<file path="src/rtl/core_pkg.sv">
// Shared types and constants for the BarelyFLOATing core front end.
package core_pkg;

   localparam int AW_DEFAULT = 6;
   localparam logic [15:0] HALT_WORD = 16'hE000;

   // Opcode field lives in word[15:11]; the halt word is OP_JMP with operand 0.
   localparam logic [4:0] OP_JMP = 5'b11100;

   typedef struct packed {
      logic [15:0]           word;
      logic [AW_DEFAULT-1:0] pc;
   } fetch_entry_t;

   typedef enum logic [1:0] {
      RUN,
      DRAIN,
      HALTED
   } ifetch_state_t;

   function automatic logic [4:0] opcode_of(input logic [15:0] w);
      return w[15:11];
   endfunction

endpackage

</file>
<file path="src/rtl/ifetch_fifo.sv">
// Small synchronous FIFO of fetch entries with a whole-queue flush.
module ifetch_fifo
   import core_pkg::*;
#(
   parameter int  DEPTH = 2,
   parameter type T     = fetch_entry_t
) (
   input  logic                     clk,
   input  logic                     rst_n,
   input  logic                     flush,
   input  logic                     push,
   input  logic                     pop,
   input  T                         din,
   output T                         dout,
   output logic                     full,
   output logic                     empty,
   output logic [$clog2(DEPTH):0]   count
);

   localparam int PW = $clog2(DEPTH);
   localparam int CW = PW + 1;

   T               mem_reg [DEPTH];
   logic [PW:0]    wr_ptr_reg;
   logic [PW:0]    rd_ptr_reg;

   // Pointers carry one extra wrap bit so full and empty are distinguishable.
   always_ff @(posedge clk or negedge rst_n) begin
      if (!rst_n) begin
         wr_ptr_reg <= '0;
         rd_ptr_reg <= '0;
      end else if (flush) begin
         wr_ptr_reg <= '0;
         rd_ptr_reg <= '0;
      end else begin
         if (push) wr_ptr_reg <= wr_ptr_reg + CW'(1);
         if (pop)  rd_ptr_reg <= rd_ptr_reg + CW'(1);
      end
   end

   always_ff @(posedge clk) begin
      if (push && !flush) mem_reg[wr_ptr_reg[PW-1:0]] <= din;
   end

   assign count = wr_ptr_reg - rd_ptr_reg;
   assign empty = (wr_ptr_reg == rd_ptr_reg);
   assign full  = (count == CW'(DEPTH));
   assign dout  = mem_reg[rd_ptr_reg[PW-1:0]];

endmodule

</file>
<file path="src/rtl/ifetch_unit.sv">
// Instruction fetch front end: ROM -> prefetch FIFO -> decode handshake.
// Optional IFETCH_PERF_EN adds saturating stall/flush event counters.
module ifetch_unit #(
   parameter int          DEPTH     = 2,
   parameter int          AW        = core_pkg::AW_DEFAULT,
   parameter logic [15:0] HALT_WORD = core_pkg::HALT_WORD
) (
   input  logic                   clk,
   input  logic                   rst_n,
   input  logic [2**AW-1:0][15:0] mem,
   input  logic                   redirect_valid,
   input  logic [AW-1:0]          redirect_pc,
   output logic                   instr_valid,
   output logic [15:0]            instr,
   output logic [AW-1:0]          instr_pc,
   input  logic                   instr_ready,
`ifdef IFETCH_PERF_EN
   output logic [15:0]            stall_count,
   output logic [15:0]            flush_count,
`endif
   output logic                   halted
);

   import core_pkg::*;

   localparam int CW = $clog2(DEPTH) + 1;

   typedef struct packed {
      logic [15:0]   word;
      logic [AW-1:0] pc;
   } entry_t;

   ifetch_state_t  state_reg, state_next;
   logic [AW-1:0]  pc_reg, pc_next;
   entry_t         head, tail;
   logic           full, empty;
   logic [CW-1:0]  count;
   logic           pop, fetch, redirect;
   logic [15:0]    fetch_word;

   assign fetch_word  = mem[pc_reg];
   assign instr_valid = !empty && (state_reg != HALTED);
   assign pop         = instr_valid && instr_ready;
   assign redirect    = redirect_valid && (state_reg != HALTED);
   // A full FIFO can still accept a word when the head leaves this cycle.
   assign fetch       = (state_reg == RUN) && !redirect && (!full || pop);
   assign tail        = '{word: fetch_word, pc: pc_reg};
   assign instr       = instr_valid ? head.word : '0;
   assign instr_pc    = instr_valid ? head.pc : '0;
   assign halted      = (state_reg == HALTED);

   ifetch_fifo #(
      .DEPTH (DEPTH),
      .T     (entry_t)
   ) u_fifo (
      .clk   (clk),
      .rst_n (rst_n),
      .flush (redirect),
      .push  (fetch),
      .pop   (pop),
      .din   (tail),
      .dout  (head),
      .full  (full),
      .empty (empty),
      .count (count)
   );

   always_ff @(posedge clk or negedge rst_n) begin
      if (!rst_n) begin
         state_reg <= RUN;
         pc_reg    <= '0;
      end else begin
         state_reg <= state_next;
         pc_reg    <= pc_next;
      end
   end

   always_comb begin
      state_next = state_reg;
      pc_next    = pc_reg;
      if (redirect) begin
         state_next = RUN;
         pc_next    = redirect_pc;
      end else begin
         // The halt word is queued but pc parks on its address.
         if (fetch) begin
            if (fetch_word == HALT_WORD) state_next = DRAIN;
            else                         pc_next    = pc_reg + AW'(1);
         end
         if ((state_reg == DRAIN) && pop && (head.word == HALT_WORD))
            state_next = HALTED;
      end
   end

`ifdef IFETCH_PERF_EN
   logic [15:0] stall_count_reg, flush_count_reg;
   logic        flush_drops;

   // A redirect that pops the last entry discards nothing.
   assign flush_drops = redirect && (count > CW'(pop));

   always_ff @(posedge clk or negedge rst_n) begin
      if (!rst_n) begin
         stall_count_reg <= '0;
         flush_count_reg <= '0;
      end else begin
         if (instr_valid && !instr_ready && (stall_count_reg != 16'hFFFF))
            stall_count_reg <= stall_count_reg + 16'd1;
         if (flush_drops && (flush_count_reg != 16'hFFFF))
            flush_count_reg <= flush_count_reg + 16'd1;
      end
   end

   assign stall_count = stall_count_reg;
   assign flush_count = flush_count_reg;
`else
   logic unused_count;
   assign unused_count = ^count;
`endif

endmodule

</file>
<file path="config.mk">
export PLATFORM = sky130hd
export DESIGN_NAME = ifetch_unit
export DESIGN_NICKNAME = d
export VERILOG_FILES = /design/src/rtl/core_pkg.sv /design/src/rtl/ifetch_fifo.sv /design/src/rtl/ifetch_unit.sv
export SDC_FILE = /design/constraint.sdc
export NUM_CORES = 1
export LEC_CHECK = 0
export CORE_AREA = 4 4 410 412
export DETAILED_ROUTE_END_ITERATION = 7
export DIE_AREA = 0 0 414 416
export PLACE_DENSITY = 0.3
export SYNTH_ARGS = -nofsm -noshare
export SYNTH_HDL_FRONTEND = slang
export SYNTH_SLANG_ARGS = --single-unit
</file>
<file path="constraint.sdc">
create_clock -name clk -period 3.5 [get_ports clk]
set_clock_uncertainty 0.15 [all_clocks]
set_input_delay 0.525 -clock clk [delete_from_list [all_inputs] [get_ports clk]]
set_output_delay 0.525 -clock clk [all_outputs]
set_load 0.05 [all_outputs]
</file>
==> results of run 1 <==
==> worst max-delay path, cell delays in order (launching register included) <==
cell      delay, ns
dfrtp_4        0.54
buf_12         0.19
buf_16         0.16
mux4_2         0.54
mux2_2         0.29
a221oi_1       0.25
buf_4          0.18
a211oi_2       0.04
a31o_4         0.24
nor3_4         0.30
and3_4         0.26
buf_6          0.11
or4_4          0.10
o211ai_1       0.09
==> cells in the final DEF, fill, tap and decap left out, types with 5 or more instances in the layout <==
cell,netlist,final
a211o_1,17,16
a211oi_2,0,7
a21oi_1,30,23
a21oi_2,0,7
a221oi_1,20,13
a221oi_2,4,9
a22o_1,7,6
a22oi_2,1,5
buf_12,8,76
buf_16,0,9
buf_4,9,230
buf_6,29,26
clkbuf_16,0,8
clkdlybuf4s50_1,0,1034
dfrtp_1,12,7
diode_2,0,8
edfxtp_1,44,44
inv_1,11,9
mux2_2,16,9
mux2_4,0,7
mux2i_1,202,183
mux2i_2,0,9
mux2i_4,0,10
mux4_1,30,24
mux4_2,144,150
nand2_1,51,47
nand3_1,16,13
nand4_1,10,10
nor2_1,39,34
nor3_1,8,6
o211ai_1,8,8
o21ai_0,35,21
o21ai_1,3,12
o21ai_2,0,5
o221ai_1,25,22
o22ai_1,37,24
o22ai_2,1,8
o22ai_4,0,6
==> worst max-delay path by stage <==
stage / start / to / slack, ns / cells past startpoint
2_1_floorplan: u_fifo.wr_ptr_reg[0] / u_fifo.mem_reg[0][0] / 0.15 / 7
3_3_place_gp: pc_reg[0] / state_reg[0] / -0.72 / 13
3_5_place_dp: pc_reg[0] / pc_reg[0] / -0.65 / 12
4_1_cts: pc_reg[0] / pc_reg[3] / -0.09 / 14
5_1_grt: pc_reg[0] / pc_reg[3] / -0.16 / 13
6_report: pc_reg[0] / pc_reg[3] / -0.09 / 13
==> per-layer routing <==
metal / wire length [um] / track usage (%) / up-vias
met2: 74100 / 29.28 / 646
met3: 6884 / 2.962 / 121
met5: 166 / 0 / -
met1: 57580 / 18.45 / 7483
met4: 847 / 0.4546 / 30
li1: - / - / 6709
==> cell families after synthesis <==
logic type,Yosys count
fa+ha+maj,1
simple gates,158
compound gates,232
buf+inv,121
xor+xnor,4
mux,392
flops,56
==> power groups by stage <==
stage               registers, W  clock network [W]  logic (W)
floorplan                0.00112                  0    0.00612
global placement         0.00119                  0     0.0129
detailed placement       0.00118                  0     0.0129
CTS                      0.00118           0.000589     0.0139
global route             0.00120           0.000610     0.0148
finish                   0.00118           0.000580     0.0139
==> repair_timing <==
| item | CTS | global route |
|---|---|---|
| resized for setup | 140 | 81 |
| buffers inserted | 28 | 31 |
| cloned | 5 | 3 |
| setup endpoints to repair | 9 | 7 |
| pin swaps | 31 | 48 |
==> metrics by stage <==
| step | util (%) | worst slack, ns |
|---|---|---|
| CTS | 16.86 | -0.08962 |
| global placement | 16.16 | -0.7191 |
| finish | 17.26 | -0.08626 |
| detailed placement | 16.16 | -0.6486 |
| global route | 17.25 | -0.1587 |
| floorplan | - | 0.1517 |
==> final cells by class <==
cell class                      count  area (um2)
Fill cell                       18370      136100
Timing Repair Buffer             1382       14270
Multi-Input combinational cell    787        9497
Tap cell                         2189        2739
Sequential cell                    56        1638
Clock buffer                        5       125.1
Inverter                           12       45.04
Clock inverter                      3       42.54
Antenna cell                        8       20.02
==> results_dict.tcl, run 1 <==
set metrics [dict create \
    synth_common_cells "mux2i_1, mux4_2, nand2_1" \
    ctsHoldBuffers 0 \
    async_reset_ff_share_pct 21.43 \
    yosys.area.top_type "mux4_2" \
    h-tree-depth 2 \
    die_h_um 416 \
    clk_latency_ns 0.29 \
    grt_use_total_pct 15.29 \
    grt_pass1_vias 16430 \
    synth-edff-count 44 \
    avgViaCountPerCell 3.374 \
    clock_path_buffers 2 \
    fmax_ghz 0.2788 \
    tns_ns -0.2101 \
    vias 14990 \
    largest_reg_flops 44 \
    synth-seq-cells 56 \
    leakagePower_nw 10.26 \
    slew_headroom_pct 46.97 \
    grt_overflow 0 \
    grt_pass1_wl_um 175100 \
    syn_avg_cell_area_um2 11.92 \
    totalWireLength_um 139600 \
    power_density_mw_per_mm2 552.3 \
    coreArea_mm2 0.1644 \
    yosys_warnings 0 \
    synth_top_family_by_area "multiplexers" \
    boundaryPins 1058 \
    cts_buffers 5 \
    min_period_ns 3.586 \
    dr.pass1.iters 4 \
    drt-initial-drc-count 588 \
    ir_worst_vdd_mv 0.2553 \
    synth_ff_type "edfxtp_1" \
    postRouteAntennaNets 0 \
    synth_cell_types 71 \
    netlist.area_leader.share_pct 28.23 \
    synth.mux.area_fraction_pct 54.25 \
    drive_above_1_share_pct 28.78 \
    start_util_pct 6.988 \
    p_sw_share_pct 46.98 \
    reg2reg_from "pc_reg[0]" \
    hold_ws_ns 0.3687 \
    start_kind "flip-flop" \
    arrival_ns 3.61 \
    wl_per_cell_um 31.42 \
    maxSlewViolCount 0 \
    power.total_w 0.01567 \
    routabilityCongestion 0.8285 \
    fin_crit_sh_pct 102.5 \
    yosysMostFrequentCell "mux2i_1" \
    setup_viol 3 \
    tightestPinTransition_ns 0.7754 \
    remaining_drc_errors 0 \
    cts.clk_slew.worst_paths_ns 0.07 \
    die_w_um 414 \
    pwr-share-seq_pct 7.5 \
    cts_tree "yes" \
    cts_sinks 56 \
    antenna_found_initial 77 \
    root_buffer "clkbuf_16" \
    dieArea_mm2 0.1722 \
    min_to "u_fifo.wr_ptr_reg[1]" \
    layout_setup_ws_ns -0.08626 \
    p_int_w 0.008310 \
    synth_area_mm2 0.01149 \
    numPortBuffers 1057 \
    worst-path-max-fanout 11 \
    place_area_mm2 0.02657 \
    status "finished with violations" \
    cp-end-kind "flip-flop" \
    nNetsFinal 3279 \
    combPwrFrac_pct 88.8 \
    reg2regPathDepth 13 \
    worstPathRequired_ns 3.52 \
    synth_compound_area_share_pct 14.77 \
    violations "setup timing" \
    hp-start "u_fifo.wr_ptr_reg[1]" \
    synthXorXnorAreaFrac_pct 0.3049 \
    critPathKind "flip-flop to flip-flop" \
    synth-seq-area-share_pct 14.11 \
    area_growth_pct 147.0 \
    dp.cells 4369 \
    dp_hpwl_um 125100 \
    synth-simple-area-share_pct 6.948 \
    fin_area_mm2 0.02838 \
    grt_max_degree 35 \
    clkPwrFrac_pct 3.7 \
    net-switching-power_w 0.007365 \
    fin_cells 4442 \
    cap_violations 0 \
    syn-num-nets 1999 \
    syn_inst 964 \
    hold_path_class "flip-flop to flip-flop" \
    rsz0062_at_grt "true" \
    rr_endpoint "pc_reg[3]" \
    ys_top_cells_by_area "mux4_2, mux2i_1, edfxtp_1" \
    synthAdderAreaFrac_pct 0.1089 \
    whs_path_depth 1 \
    r2r_slack_ns -0.09 \
    final-hold-violation-count 0 \
    rows 149 \
]
Power figures use the tool's default switching activity.
==> run 2, diff against run 1 <==
CORE_AREA = 2 2 408 410   (was 4 4 410 412)
DIE_AREA = 0 0 410 412   (was 0 0 414 416)
==> results_dict.tcl, run 2 (synthesis gave the netlist of run 1 again) <==
set metrics [dict create \
    start_util_pct 6.996 \
    status "finished with violations" \
    ir_worst_vdd_mv 0.2915 \
    power_density_mw_per_mm2 535.7 \
    numPortBuffers 1057 \
    min_period_ns 3.577 \
    violations "setup timing" \
    arrival_ns 3.63 \
    grt_overflow 0 \
    layout_setup_ws_ns -0.07662 \
    regArea_mm2 0.001638 \
    clock_path_buffers 2 \
    largest_reg_flops 44 \
    dieArea_mm2 0.1689 \
    cap_violations 0 \
    cts.clk_slew.worst_paths_ns 0.08 \
    avgViaCountPerCell 3.380 \
    rows 149 \
    drt-initial-drc-count 636 \
    antenna_found_initial 58 \
    area_growth_pct 138.5 \
    leakagePower_nw 9.851 \
    die_h_um 412 \
    final-hold-violation-count 0 \
    multi_input_area_mm2 0.009313 \
    drive_above_1_share_pct 26.24 \
    clk_latency_ns 0.30 \
    rsz0062_at_grt "true" \
    cp-end-kind "flip-flop" \
    critPathKind "flip-flop to flip-flop" \
    start_kind "flip-flop" \
    boundaryPins 1058 \
    cts_buffers 5 \
    cp_top_family "compound AO/OA/AOI/OAI gates" \
    crit_chain "buf_16 -> buf_12 -> buf_4 -> mux2i_2 -> o221ai_1 -> a221oi_4 -> a211o_1 -> nand4b_1 -> o22ai_2 -> and3_4 -> buf_12 -> or4_1 -> o211ai_1" \
    postRouteAntennaNets 0 \
    tns_ns -0.1662 \
    grt_pass1_vias 16350 \
    coreArea_mm2 0.1642 \
    dp_hpwl_um 123800 \
    dr.pass1.iters 5 \
    vias 14830 \
    ctsHoldBuffers 0 \
    root_buffer "clkbuf_16" \
    cts_tree "yes" \
    fillCellCount 18260 \
    routabilityCongestion 0.8504 \
    hold_path_class "flip-flop to flip-flop" \
    fin_util_pct 16.69 \
    critical-path-max-stage-delay_ns 0.54 \
    cts_sinks 56 \
    die_w_um 410 \
    grt_max_degree 35 \
    fin_crit_sh_pct 102.2 \
    path_buf_inv 4 \
    fmax_ghz 0.2796 \
    nNetsFinal 3229 \
    layout_commonest_cell "clkdlybuf4s50_1" \
    fin_cells 4388 \
    h-tree-depth 2 \
    final_cell_mix "clkdlybuf4s50_1, buf_4, mux2i_1" \
    slowest_stage "dfrtp_4" \
    worst-path-max-fanout 11 \
    wl_per_cell_um 31.54 \
    tightestPinTransition_ns 0.8095 \
    worstPathRequired_ns 3.56 \
    grt_pass1_wl_um 173400 \
    grt_use_total_pct 15.60 \
    maxSlewViolCount 0 \
    totalWireLength_um 138400 \
    slew_headroom_pct 44.64 \
    remaining_drc_errors 0 \
    dp.cells 4332 \
    cp_common_cell "buf_12" \
    setup_viol 5 \
]
## run 2: cell count changes in the layout (fill, tap and decap cells not counted), moves of 6 or more
cell,delta
buf_12,-30
buf_6,-15
mux2i_4,-6
buf_4,-6
mux2i_1,+7
## run 2: stage by stage
stage	hold WS (ns)	setup slack [ns]	instance area [um2]	power [W]
detailed placement	0.3507	-0.6085	26010	0.01339
finish	0.3639	-0.07662	27410	0.01468
CTS	0.3596	-0.07758	27320	0.01516
global placement	0.3502	-0.5607	26010	0.01343
floorplan	0.07941	0.1517	11490	0.007236
global route	0.3980	-0.1794	27400	0.01556
## run 2: final cells by class
class | instances | share of cell area [%]
repair buffers | 1332 | 49.31
multi-input cells | 787 | 33.98
well taps | 2189 | 9.994
flip-flops and latches | 56 | 5.976
clock buffers | 5 | 0.4566
inverters | 12 | 0.1735
clock inverters | 3 | 0.06848
diodes | 4 | 0.03652
## run 2: routing by layer
layer	track usage [%]	share of wire [%]	up-vias
li1	-	-	6607
met1	19.08	42	7488
met2	29.71	53	615
met3	2.624	5.0	86
met4	0.5134	0.42	36
met5	0	0.18	-
## run 2: where the power goes
group          internal, W  switching, W  leakage [nW]
Combinational      0.00618       0.00680          9.23
Clock             0.000264      0.000249        0.0635
Sequential         0.00103      0.000160         0.559
## run 2: worst reg2reg max path, stage by stage (launching register included)
cell,delay (ns)
dfrtp_4,0.54
buf_16,0.19
buf_12,0.18
buf_4,0.22
mux2i_2,0.29
o221ai_1,0.30
a221oi_4,0.35
a211o_1,0.19
nand4b_1,0.13
o22ai_2,0.11
and3_4,0.22
buf_12,0.13
or4_1,0.39
o211ai_1,0.10
## run 2: repair_timing
action,CTS,global route
endpoints found under the hold margin,0,0
pin swaps,28,6
resized for setup,138,16
setup endpoints to repair,9,7
gates cloned,6,0
setup buffers,43,1
## run 2: path summary, 6_finish.rpt
| path | start | to | slack (ns) | cells past startpoint |
|---|---|---|---|---|
| setup / recovery | pc_reg[0] | pc_reg[3] | -0.08 | 13 |
| hold / removal | u_fifo.wr_ptr_reg[1] | u_fifo.wr_ptr_reg[1] | 0.36 | 1 |
| setup reg to reg | pc_reg[0] | pc_reg[3] | -0.08 | 13 |
| hold reg to reg | u_fifo.wr_ptr_reg[1] | u_fifo.wr_ptr_reg[1] | 0.36 | 1 |
| max in group asynchronous | rst_n | pc_reg[2] | 2.26 | 1 |
| min in group asynchronous | rst_n | u_fifo.wr_ptr_reg[0] | 0.47 | 1 |
==> run 3, diff against run 2 <==
CORE_AREA = 5 5 411 413   (was 2 2 408 410)
CTS_CLUSTER_SIZE = 8   (was not set)
DIE_AREA = 0 0 416 418   (was 0 0 410 412)
==> results_dict.tcl, run 3 (synthesis gave the netlist of run 1 again) <==
set metrics [dict create \
    coreArea_mm2 0.1644 \
    rsz0062_at_grt "true" \
    hold_path_class "flip-flop to flip-flop" \
    cts_tree "yes" \
    globalRoute.busiestLayer "met2" \
    slowest_stage "mux4_2" \
    setup_viol 7 \
    start_util_pct 6.988 \
    postRouteAntennaNets 0 \
    final-hold-violation-count 0 \
    routabilityCongestion 0.8706 \
    power.total_w 0.01470 \
    power_density_mw_per_mm2 542.4 \
    root_buffer "clkbuf_16" \
    path_buf_inv 5 \
    grt_overflow 0 \
    rr_endpoint "pc_reg[4]" \
    grt_use_total_pct 15.29 \
    reg2reg_from "pc_reg[1]" \
    slew_headroom_pct 48.97 \
    nNetsFinal 3226 \
    fin_area_mm2 0.02711 \
    clock_path_buffers 2 \
    pwr-share-seq_pct 8.1 \
    min_period_ns 3.639 \
    dp_hpwl_um 126600 \
    drt-initial-drc-count 849 \
    fmax_ghz 0.2748 \
    fin_cells 4396 \
    dp.cells 4357 \
    worstPathRequired_ns 3.59 \
    layout_commonest_cell "clkdlybuf4s50_1" \
    endpoint "pc_reg[4]" \
    cap_violations 0 \
    area_growth_pct 135.9 \
    h-tree-depth 2 \
    clk_latency_ns 0.30 \
    rows 149 \
    fin_util_pct 16.49 \
    arrival_ns 3.73 \
    reg2regPathDepth 14 \
    numPortBuffers 1057 \
    grt_pass1_wl_um 176800 \
    tightestPinTransition_ns 0.7575 \
    fin_crit_sh_pct 104.0 \
    grtUsageMet2_pct 28.26 \
    start_kind "flip-flop" \
    cts.clk_slew.worst_paths_ns 0.07 \
    ir_worst_vdd_mv 0.3037 \
    cts_sinks 56 \
    net-switching-power_w 0.007160 \
    die_h_um 418 \
    clkPwrFrac_pct 3.5 \
    p_int_w 0.007543 \
    tns_ns -0.7632 \
    drive_above_1_share_pct 24.32 \
    r2r_slack_ns -0.14 \
    wl_per_cell_um 32.09 \
    status "finished with violations" \
    final_cell_mix "clkdlybuf4s50_1, buf_4, mux2i_1" \
    crit_start "pc_reg[1]" \
    largest_reg_flops 44 \
    layout_setup_ws_ns -0.1388 \
    worst-path-max-fanout 6 \
    gr-usage-met1_pct 19.28 \
    grt_max_degree 33 \
    dieArea_mm2 0.1739 \
    critical-path-max-stage-delay_ns 0.52 \
    cp-end-kind "flip-flop" \
    antenna_found_initial 66 \
    dr.pass1.iters 7 \
    grt_pass1_vias 16570 \
    critPathKind "flip-flop to flip-flop" \
    cts_buffers 5 \
    combPwrFrac_pct 88.5 \
    crit_chain "buf_16 -> buf_16 -> mux4_2 -> a22oi_2 -> buf_6 -> nand4_1 -> buf_4 -> a22oi_1 -> nand4_1 -> o22ai_4 -> buf_6 -> nand3_4 -> a211o_1 -> nand3_1" \
    crit_cells 14 \
    violations "setup timing" \
    p_sw_share_pct 48.70 \
    use_met3_pct 2.820 \
    cp_top_family "buffers and inverters" \
    boundaryPins 1058 \
    totalWireLength_um 141100 \
    avgViaCountPerCell 3.372 \
    place_area_mm2 0.02632 \
    die_w_um 416 \
    maxSlewViolCount 0 \
    vias 14820 \
    leakagePower_nw 9.778 \
    remaining_drc_errors 0 \
]
## run 3: cell count changes in the layout (fill, tap and decap cells not counted), sizes merged
cell,previous run,this run
bufbuf,4,2
clkinvlp,2,0
diode,4,15
clkbuf,5,9
buf,294,291
## run 3: worst min-delay path by stage
stage / start / end / slack, ns / cells after the start
floorplan: rst_n / pc_reg[0] / 0.08 / 0
global placement: u_fifo.wr_ptr_reg[1] / u_fifo.wr_ptr_reg[1] / 0.37 / 1
detailed placement: u_fifo.wr_ptr_reg[1] / u_fifo.wr_ptr_reg[1] / 0.36 / 1
CTS: u_fifo.wr_ptr_reg[1] / u_fifo.wr_ptr_reg[1] / 0.36 / 1
global route: u_fifo.wr_ptr_reg[1] / u_fifo.wr_ptr_reg[1] / 0.42 / 1
finish: u_fifo.wr_ptr_reg[1] / u_fifo.wr_ptr_reg[1] / 0.37 / 1
## run 3: metrics by stage
| step | setup slack (ns) | hold WS (ns) |
|---|---|---|
| 5_1_grt | -0.2571 | 0.4166 |
| 3_5_place_dp | -0.8926 | 0.3563 |
| 6_report | -0.1388 | 0.3653 |
| 4_1_cts | -0.2455 | 0.3647 |
| 3_3_place_gp | -0.9186 | 0.3694 |
| 2_1_floorplan | 0.1517 | 0.07941 |
## run 3: worst register-to-register path, stage by stage (launching register included)
cell,delay [ns]
dfrtp_4,0.49
buf_16,0.21
buf_16,0.17
mux4_2,0.56
a22oi_2,0.21
buf_6,0.15
nand4_1,0.22
buf_4,0.25
a22oi_1,0.14
nand4_1,0.19
o22ai_4,0.24
buf_6,0.14
nand3_4,0.10
a211o_1,0.27
nand3_1,0.08
## run 3: repair_timing
item,4_1_cts,5_1_grt
gates resized for setup,43,39
endpoints found under the setup margin,11,7
gates cloned,5,2
hold buffers,0,0
buffers inserted,6,3
pin swaps,13,20
## run 3: layout make-up
class | count | area [um2]
clock buffers | 7 | 132.6
multi-input cells | 787 | 9024
repair buffers | 1329 | 13480
diodes | 15 | 37.54
clock inverters | 1 | 8.758
well taps | 2189 | 2739
fillers | 18510 | 137300
flip-flops and latches | 56 | 1638
inverters | 12 | 45.04
## run 3: metal layers
| metal | vias to the layer above | part of all wire (%) |
|---|---|---|
| li1 | 6617 | - |
| met1 | 7519 | 42 |
| met2 | 579 | 52 |
| met3 | 83 | 4.9 |
| met4 | 24 | 0.58 |
| met5 | - | 0.11 |
## run 3: power by group through the flow
stage	registers [W]	clock network [W]	logic [W]
after floorplan	0.00112	0	0.00612
after global placement	0.00119	0	0.0127
after detailed placement	0.00118	0	0.0127
after CTS	0.00119	0.000531	0.0133
after global routing	0.00121	0.000554	0.0139
final	0.00119	0.000508	0.0130
